<file path="config.mk">
export PLATFORM = sky130hd
export DESIGN_NAME = uart_tx
export DESIGN_NICKNAME = d
export VERILOG_FILES = /design/src/rtl/uart_tx.sv
export SDC_FILE = /design/constraint.sdc
export NUM_CORES = 1
export LEC_CHECK = 0
export CORE_MARGIN = 2
export CORE_UTILIZATION = 57
export CTS_BUF_LIST = sky130_fd_sc_hd__clkbuf_8
export DETAILED_ROUTE_END_ITERATION = 8
export GPL_ROUTABILITY_DRIVEN = 0
export PLACE_DENSITY = 0.92
export SYNTH_ARGS = -nofsm -noshare
export SYNTH_HDL_FRONTEND = slang
export SYNTH_SLANG_ARGS = --single-unit
</file>
<file path="constraint.sdc">
create_clock -name CLK -period 4.5 [get_ports CLK]
set_clock_uncertainty 0.05 [all_clocks]
set_input_delay 0.9 -clock CLK [delete_from_list [all_inputs] [get_ports CLK]]
set_output_delay 0.9 -clock CLK [all_outputs]
set_load 0.005 [all_outputs]
</file>
<file path="src/rtl/uart_tx.sv">
// UART transmitter: start bit, DATA_WIDTH data bits LSB first, optional parity, one stop bit.
// Requests are accepted only in IDLE; TX_OUT and busy are registered and change the cycle after the accepting edge.
module uart_tx #(
  parameter int DATA_WIDTH  = 8,
  parameter int PRESC_WIDTH = 6
) (
  input  logic                   CLK,
  input  logic                   RST,
  input  logic [DATA_WIDTH-1:0]  P_DATA,
  input  logic                   DATA_VALID,
  input  logic                   PAR_EN,
  input  logic                   PAR_TYP,
  input  logic [PRESC_WIDTH-1:0] Prescale,
  output logic                   TX_OUT,
  output logic                   busy
);

  localparam int IDX_W = (DATA_WIDTH > 1) ? $clog2(DATA_WIDTH) : 1;
  localparam logic [IDX_W-1:0] LAST_IDX = IDX_W'(DATA_WIDTH - 1);

  typedef enum logic [2:0] {
    IDLE,
    START,
    DATA,
    PARITY,
    STOP
  } state_t;

  state_t                  state_q, state_nxt;
  logic [PRESC_WIDTH-1:0]  cnt_q, cnt_nxt;
  logic [IDX_W-1:0]        idx_q, idx_nxt;
  logic [DATA_WIDTH-1:0]   data_q, data_nxt;
  logic                    par_bit_q, par_bit_nxt;
  logic                    par_en_q, par_en_nxt;
  logic [PRESC_WIDTH-1:0]  presc_q, presc_nxt;
  logic                    tx_nxt;
  logic                    busy_nxt;
  logic [PRESC_WIDTH-1:0]  cnt_last_val;
  logic                    cnt_last;

  // Prescale values 0 and 1 both give a one-cycle bit period.
  assign cnt_last_val = (presc_q <= PRESC_WIDTH'(1)) ? '0 : presc_q - PRESC_WIDTH'(1);
  assign cnt_last     = (cnt_q == cnt_last_val);

  always_ff @(posedge CLK) begin
    if (!RST) begin
      state_q   <= IDLE;
      cnt_q     <= '0;
      idx_q     <= '0;
      data_q    <= '0;
      par_bit_q <= 1'b0;
      par_en_q  <= 1'b0;
      presc_q   <= '0;
      TX_OUT    <= 1'b1;
      busy      <= 1'b0;
    end else begin
      state_q   <= state_nxt;
      cnt_q     <= cnt_nxt;
      idx_q     <= idx_nxt;
      data_q    <= data_nxt;
      par_bit_q <= par_bit_nxt;
      par_en_q  <= par_en_nxt;
      presc_q   <= presc_nxt;
      TX_OUT    <= tx_nxt;
      busy      <= busy_nxt;
    end
  end

  always_comb begin
    state_nxt   = state_q;
    cnt_nxt     = cnt_q;
    idx_nxt     = idx_q;
    data_nxt    = data_q;
    par_bit_nxt = par_bit_q;
    par_en_nxt  = par_en_q;
    presc_nxt   = presc_q;

    case (state_q)
      IDLE: begin
        if (DATA_VALID) begin
          data_nxt    = P_DATA;
          par_en_nxt  = PAR_EN;
          presc_nxt   = Prescale;
          par_bit_nxt = PAR_TYP ? ~^P_DATA : ^P_DATA;
          cnt_nxt     = '0;
          idx_nxt     = '0;
          state_nxt   = START;
        end
      end
      START: begin
        if (cnt_last) begin
          cnt_nxt   = '0;
          idx_nxt   = '0;
          state_nxt = DATA;
        end else begin
          cnt_nxt = cnt_q + PRESC_WIDTH'(1);
        end
      end
      DATA: begin
        if (cnt_last) begin
          cnt_nxt = '0;
          if (idx_q == LAST_IDX) begin
            state_nxt = par_en_q ? PARITY : STOP;
          end else begin
            idx_nxt = idx_q + IDX_W'(1);
          end
        end else begin
          cnt_nxt = cnt_q + PRESC_WIDTH'(1);
        end
      end
      PARITY: begin
        if (cnt_last) begin
          cnt_nxt   = '0;
          state_nxt = STOP;
        end else begin
          cnt_nxt = cnt_q + PRESC_WIDTH'(1);
        end
      end
      STOP: begin
        if (cnt_last) begin
          cnt_nxt   = '0;
          state_nxt = IDLE;
        end else begin
          cnt_nxt = cnt_q + PRESC_WIDTH'(1);
        end
      end
      default: begin
        state_nxt = IDLE;
        cnt_nxt   = '0;
        idx_nxt   = '0;
      end
    endcase
  end

  // Outputs are decoded from the next state so the line level is registered with no input-to-output path.
  always_comb begin
    tx_nxt   = 1'b1;
    busy_nxt = (state_nxt != IDLE);
    case (state_nxt)
      START:   tx_nxt = 1'b0;
      DATA:    tx_nxt = data_nxt[idx_nxt];
      PARITY:  tx_nxt = par_bit_nxt;
      default: tx_nxt = 1'b1;
    endcase
  end

endmodule
</file>
# Yosys cells after proc, flatten, opt, wreduce, memory -nomap -nowiden
# Cells that the tools add are included.
word_totals:
  reg_bits: 30
  output_inout_bits: 2
  elab_cells: 56
classes:
  add_sub_neg: 3
  magnitude_cmp: 2
  n_eq_ne: 10
  muxes: 25
  n_reduce_logical: 7
ops:
  columns: ["cell", "n"]
  rows:
  - ["two-way mux 3 bit", 11]
  - ["two-way mux 6 bit", 3]
  - ["two-way mux 8 bit", 2]
  - ["one-hot mux 3 bit (5 select lines)", 1]
  - ["equality test 3 x 2 -> 1 bit, second input constant", 4]
  - ["one-hot mux 3 bit (4 select lines)", 1]
  - ["one-hot mux 6 bit (2 select lines)", 1]
  - ["XNOR reduction 8 bit", 1]
  - ["parity 8 bit", 1]
  - ["adder 6 x 1 -> 6 bit, second input constant", 1]
  - ["equality test 3 x 1 -> 1 bit, second input constant", 2]
  - ["equality test 3 bit, second input constant", 2]
  - ["equality test 6 bit", 1]
  - ["<= comparator 6 x 1 -> 1 bit, second input constant", 1]
  - ["subtractor 6 x 1 -> 6 bit, second input constant", 1]
  - ["< comparator 3 x 4 -> 1 bit, second input constant", 1]
  - ["two-way mux 1 bit", 4]
  - ["OR reduction 4 bit", 1]
  - ["adder 3 x 1 -> 3 bit, second input constant", 1]
  - ["binary-select mux 1 bit (select 3 bit)", 1]
  - ["logical NOT 3 bit", 1]
  - ["one-hot mux 1 bit (3 select lines)", 1]
  - ["nonzero test 3 bit", 1]
  - ["!= test 2 bit, second input constant", 1]
  - ["2 further kinds", 2]

# Longest topological paths before layout
logic_depth:
  word_depth: 8
  depth_mapped: 13

# Least setup slack after synthesis
# Ideal clock, no wire load.
synth_path:
  kind: "reg-to-reg"
  start: "register presc_q[0]"
  end: "register TX_OUT"
  t_arrival_ns: 2.951
  setup_slack_ns: 1.379
  stages_incl_launch_ff: 12
  path_buffers: 0
  path_cell_list: "dfxtp_1 -> inv_1 -> ha_1 -> or4_1 -> or4_1 -> o311a_1 -> nand2_2 -> a211oi_4 -> nor3_2 -> mux2_4 -> a2111o_1 -> a211o_1"
synth_between:
  elab_chain_len: 8
  word_cells_on_any_way: 18
  cone_classes: "add/sub: 1; order compare: 1; eq/ne: 4; mux: 12"
synth_lines:
  columns: ["item", "line", "text"]
  rows:
  - ["from (decl)", "35", "logic [PRESC_WIDTH-1:0] presc_q, presc_nxt;"]
  - ["from (signal assigned)", "63", "presc_q <= presc_nxt;"]
  - ["subtractor 6 x 1 -> 6 bit / <= comparator 6 x 1 -> 1 bit (equally long branches)", "42", "assign cnt_last_val = (presc_q <= PRESC_WIDTH'(1)) ? '0 : presc_q - PRESC_WIDTH'(1);"]
  - ["two-way mux 6 bit (*)", "42", null]
  - ["equality test 6 bit (*)", "43", "assign cnt_last = (cnt_q == cnt_last_val);"]
  - ["two-way mux 3 bit, on equally long branches", "100, 91", null]
  - ["one-hot mux 3 bit (4 select lines)", "78", "case (state_q)"]
  - ["binary-select mux 1 bit (select 3 bit)", "141", "DATA: tx_nxt = data_nxt[idx_nxt];"]
  - ["two-way mux 1 bit (not written as such)", "141", null]
  - ["one-hot mux 1 bit (3 select lines) (*)", "139", "case (state_nxt)"]
  - ["to (signal assigned)", "64", "TX_OUT <= tx_nxt;"]
  - ["to (decl)", "14", "output logic TX_OUT,"]
# Every way passes the cells marked *; elsewhere a longest branch is shown, timed or not. The select of a mux whose other input is x is not followed.
# A chain may end at the register's enable or synchronous reset.

# Worst setup path in the final report
# Same ends and word-level chain as after synthesis.

==> flow_summary.ini <==
[floorplanning]
core_area_um2 = 3100
dieArea_um2 = 3810
ios = 21
fp-row-count = 20
die_x_um = 61.8
die_h_um = 61.8
initial_core_util_pct = 61.3

[timing]
post-route-min-period_ps = 3460
timing.final.ws_setup_ps = 1040
holdWs_ps = 407
final.setup.tns_ps = 0
hold_viol = 0
setup_violations = 0
rsz0062_at_grt = no
fin_crit_sh_pct = 76.9
slew_headroom_pct = 47.3
drv_slew = 0
tightest_slew_ps = 783
fmax_mhz = 289

[setup_path]
crit_fanout = 10
crit_arrival_ps = 3590
end_kind = flip-flop
worstPathRequired_ps = 4630
regToRegStartpoint = presc_q[0]$_SDFFE_PN0P_
ff2ff_path_depth = 11
startpoint_type = flip-flop
endpoint = TX_OUT$_SDFF_PN1_
startpoint = presc_q[0]$_SDFFE_PN0P_
critPathKind = flip-flop to flip-flop
r2r_end = TX_OUT$_SDFF_PN1_
reg2reg_slack_ps = 1040

[routing]
remaining_drc_errors = 0
postRouteAntennaNets = 0
firstDrtPassIters = 5
drtIter0Drc = 96
totalWireLength_um = 4400
vias = 1834
wl_per_cell_um = 14.7
via_per_inst = 6.13

[logic_synthesis]
synth_edf_count = 0
synth_cell_types = 55
synth_ff_type = dfxtp_1
syn_nets = 263
synthesis.area_um2 = 1900
async_flop_share_pct = 0
yosysSeqAreaShare_pct = 31.6
syn_area_per_cell_um2 = 7.92
ys_seq_elements = 30
netlist_instances = 240
synth-warning-count = 0

[run_status]
status = finished clean

[power_and_ir_drop]
power_mw = 0.754
power_density_nw_per_um2 = 347
power_leakage_nw = 0.808
peakVddDrop_v = 0.000190

[placement]
pre_cts_ws_ps = 1110
portBuffers = 20
hpwl_um = 3210

[clocking]
post_cts_buffers = 0
cts_htree_levels = 2
clockBufferDepth = 2
clkSlewWorstSetupHoldPaths_ps = 60
clock-root-buffer = clkbuf_8
cts_sinks = 30
hold_buffers = 0
cts_tree = yes
clk_latency_ps = 290
cts_resized = 0
numCtsBuffers = 5

[cells_and_area]
antenna_cells = 0
n_fill_cell = 297
drive_above_1_share_pct = 4.31
nets = 278
syn2layout_area_growth_pct = 14.1

[grt]
grt_remaining_overflow = 0
grt_max_degree = 26
antenna_found_initial = 0
first_global_vias = 1637
grt_use_total_pct = 25.8
grt_pass1_wl_um = 7160

[hold_path]
hold_start = data_q[2]$_SDFF_PN0_
hold_class = flip-flop to flip-flop

[job]
cap_violations = 0
logic make-up (layout without fill, tap and decap cells):
group	after synthesis	after routing	synth area share (%)
AOI/OAI and AO/OA	62	62	22.7
xor gates and xnor gates	11	11	6.58
adders and majority gates	4	4	2.63
buffers and inverters	19	34	4.67
DFF	30	30	31.6
muxes	6	6	3.42
and+or+nand+nor	108	108	28.4
sequential cells by signal, summed over array words and instances (netlist names):
name and cells:
busy 1, TX_OUT 1, data_q 8, par_bit_q 1
idx_q 3, par_en_q 1, presc_q 6, state_q 3
cnt_q 6
metal layers:
layer | GRT usage, % | vias up | part of all wire (%)
met4 | 13.7 | 0 | 2.8
met3 | 6.83 | 15 | 5.4
met5 | 0 | - | 0
met1 | 30.1 | 850 | 43
li1 | - | 897 | -
met2 | 43.5 | 72 | 49
layout by cell type, fill, tap and decap left out, types with 3 or more instances in the layout:
| master | instances |
|---|---|
| nor2b_1 | 4 |
| o2111ai_1 | 3 |
| and3_1 | 3 |
| or3_1 | 5 |
| and2_1 | 6 |
| nand3b_1 | 3 |
| a31oi_1 | 4 |
| xnor2_1 | 8 |
| nand2_1 | 37 |
| nand4_1 | 4 |
| inv_1 | 9 |
| dfxtp_1 | 30 |
| o21ai_0 | 11 |
| mux2i_1 | 5 |
| clkdlybuf4s50_1 | 20 |
| nand2b_1 | 5 |
| nor3_1 | 6 |
| ha_1 | 4 |
| a21oi_1 | 21 |
| clkbuf_8 | 5 |
| nand3_1 | 6 |
| nor2_1 | 18 |
synthesized netlist by cell type, drive strengths merged, types with 2 or more instances:
| master | instances | area share, % |
|---|---|---|
| a211o | 2 | 0.92 |
| nor4 | 2 | 0.66 |
| or4 | 2 | 0.79 |
| and3 | 3 | 0.99 |
| a21oi | 21 | 5.5 |
| nand2b | 5 | 1.6 |
| and2 | 6 | 2.0 |
| a2bb2oi | 2 | 0.92 |
| nand2 | 38 | 7.6 |
| ha | 4 | 2.6 |
| buf | 6 | 2.1 |
| nand3b | 3 | 1.2 |
| o41a | 2 | 1.2 |
| a211oi | 2 | 1.4 |
| nor2b | 4 | 1.3 |
| o2111ai | 3 | 1.4 |
| o32a | 2 | 1.1 |
| mux2i | 5 | 2.6 |
| a31oi | 4 | 1.3 |
| dfxtp | 30 | 32 |
| nor3b | 2 | 0.79 |
| nor3 | 7 | 2.1 |
| xnor2 | 8 | 3.7 |
| o21ai | 11 | 2.9 |
| or3 | 5 | 1.6 |
| inv | 7 | 1.4 |
| nand3 | 6 | 1.6 |
| nor2 | 18 | 3.6 |
| nand4 | 4 | 1.3 |
| clkbuf | 6 | 1.2 |
worst max-delay path, stage by stage, from the launching register on:
cell and delay [ps]:
dfxtp_1 470, inv_1 90, ha_1 280, xnor2_1 170
o32a_1 340, o32a_1 210, a41o_1 340, o31ai_1 440
o21ba_2 270, mux2i_1 260, a211oi_1 110, a211o_1 310
final cells by class:
class	instances	area, um^2	area share (%)
multi-input combinational	191	1210	55.9
sequential	30	601	27.7
timing repair buffer	20	200	9.22
clock buffer	5	68.8	3.17
tap	44	55.1	2.54
inverter	7	26.3	1.21
clock inverter	2	7.51	0.346
through the flow:
step / std cells / instance area, um^2 / util, %
4_1_cts: 299 / 2170 / 70.0
2_1_floorplan: 240 / 1900 / -
3_3_place_gp: 292 / 2090 / 67.5
5_1_grt: 299 / 2170 / 70.0
3_5_place_dp: 292 / 2090 / 67.5
6_report: 299 / 2170 / 70.0
where the power goes:
part / switching (mW) / total [mW] / internal, mW
Sequential: 0.0232 / 0.311 / 0.288
Combinational: 0.139 / 0.243 / 0.104
Clock: 0.0987 / 0.200 / 0.102
Total: 0.261 / 0.754 / 0.493
worst min path at each step:
stage | to | slack (ps) | cells after the start
after floorplan | data_q[3]$_SDFF_PN0_ | 390 | 2
after global placement | data_q[2]$_SDFF_PN0_ | 390 | 2
after detailed placement | data_q[2]$_SDFF_PN0_ | 400 | 2
after CTS | data_q[2]$_SDFF_PN0_ | 410 | 2
after global routing | data_q[2]$_SDFF_PN0_ | 440 | 2
final | data_q[2]$_SDFF_PN0_ | 410 | 2
Power figures use the tool's default switching activity.
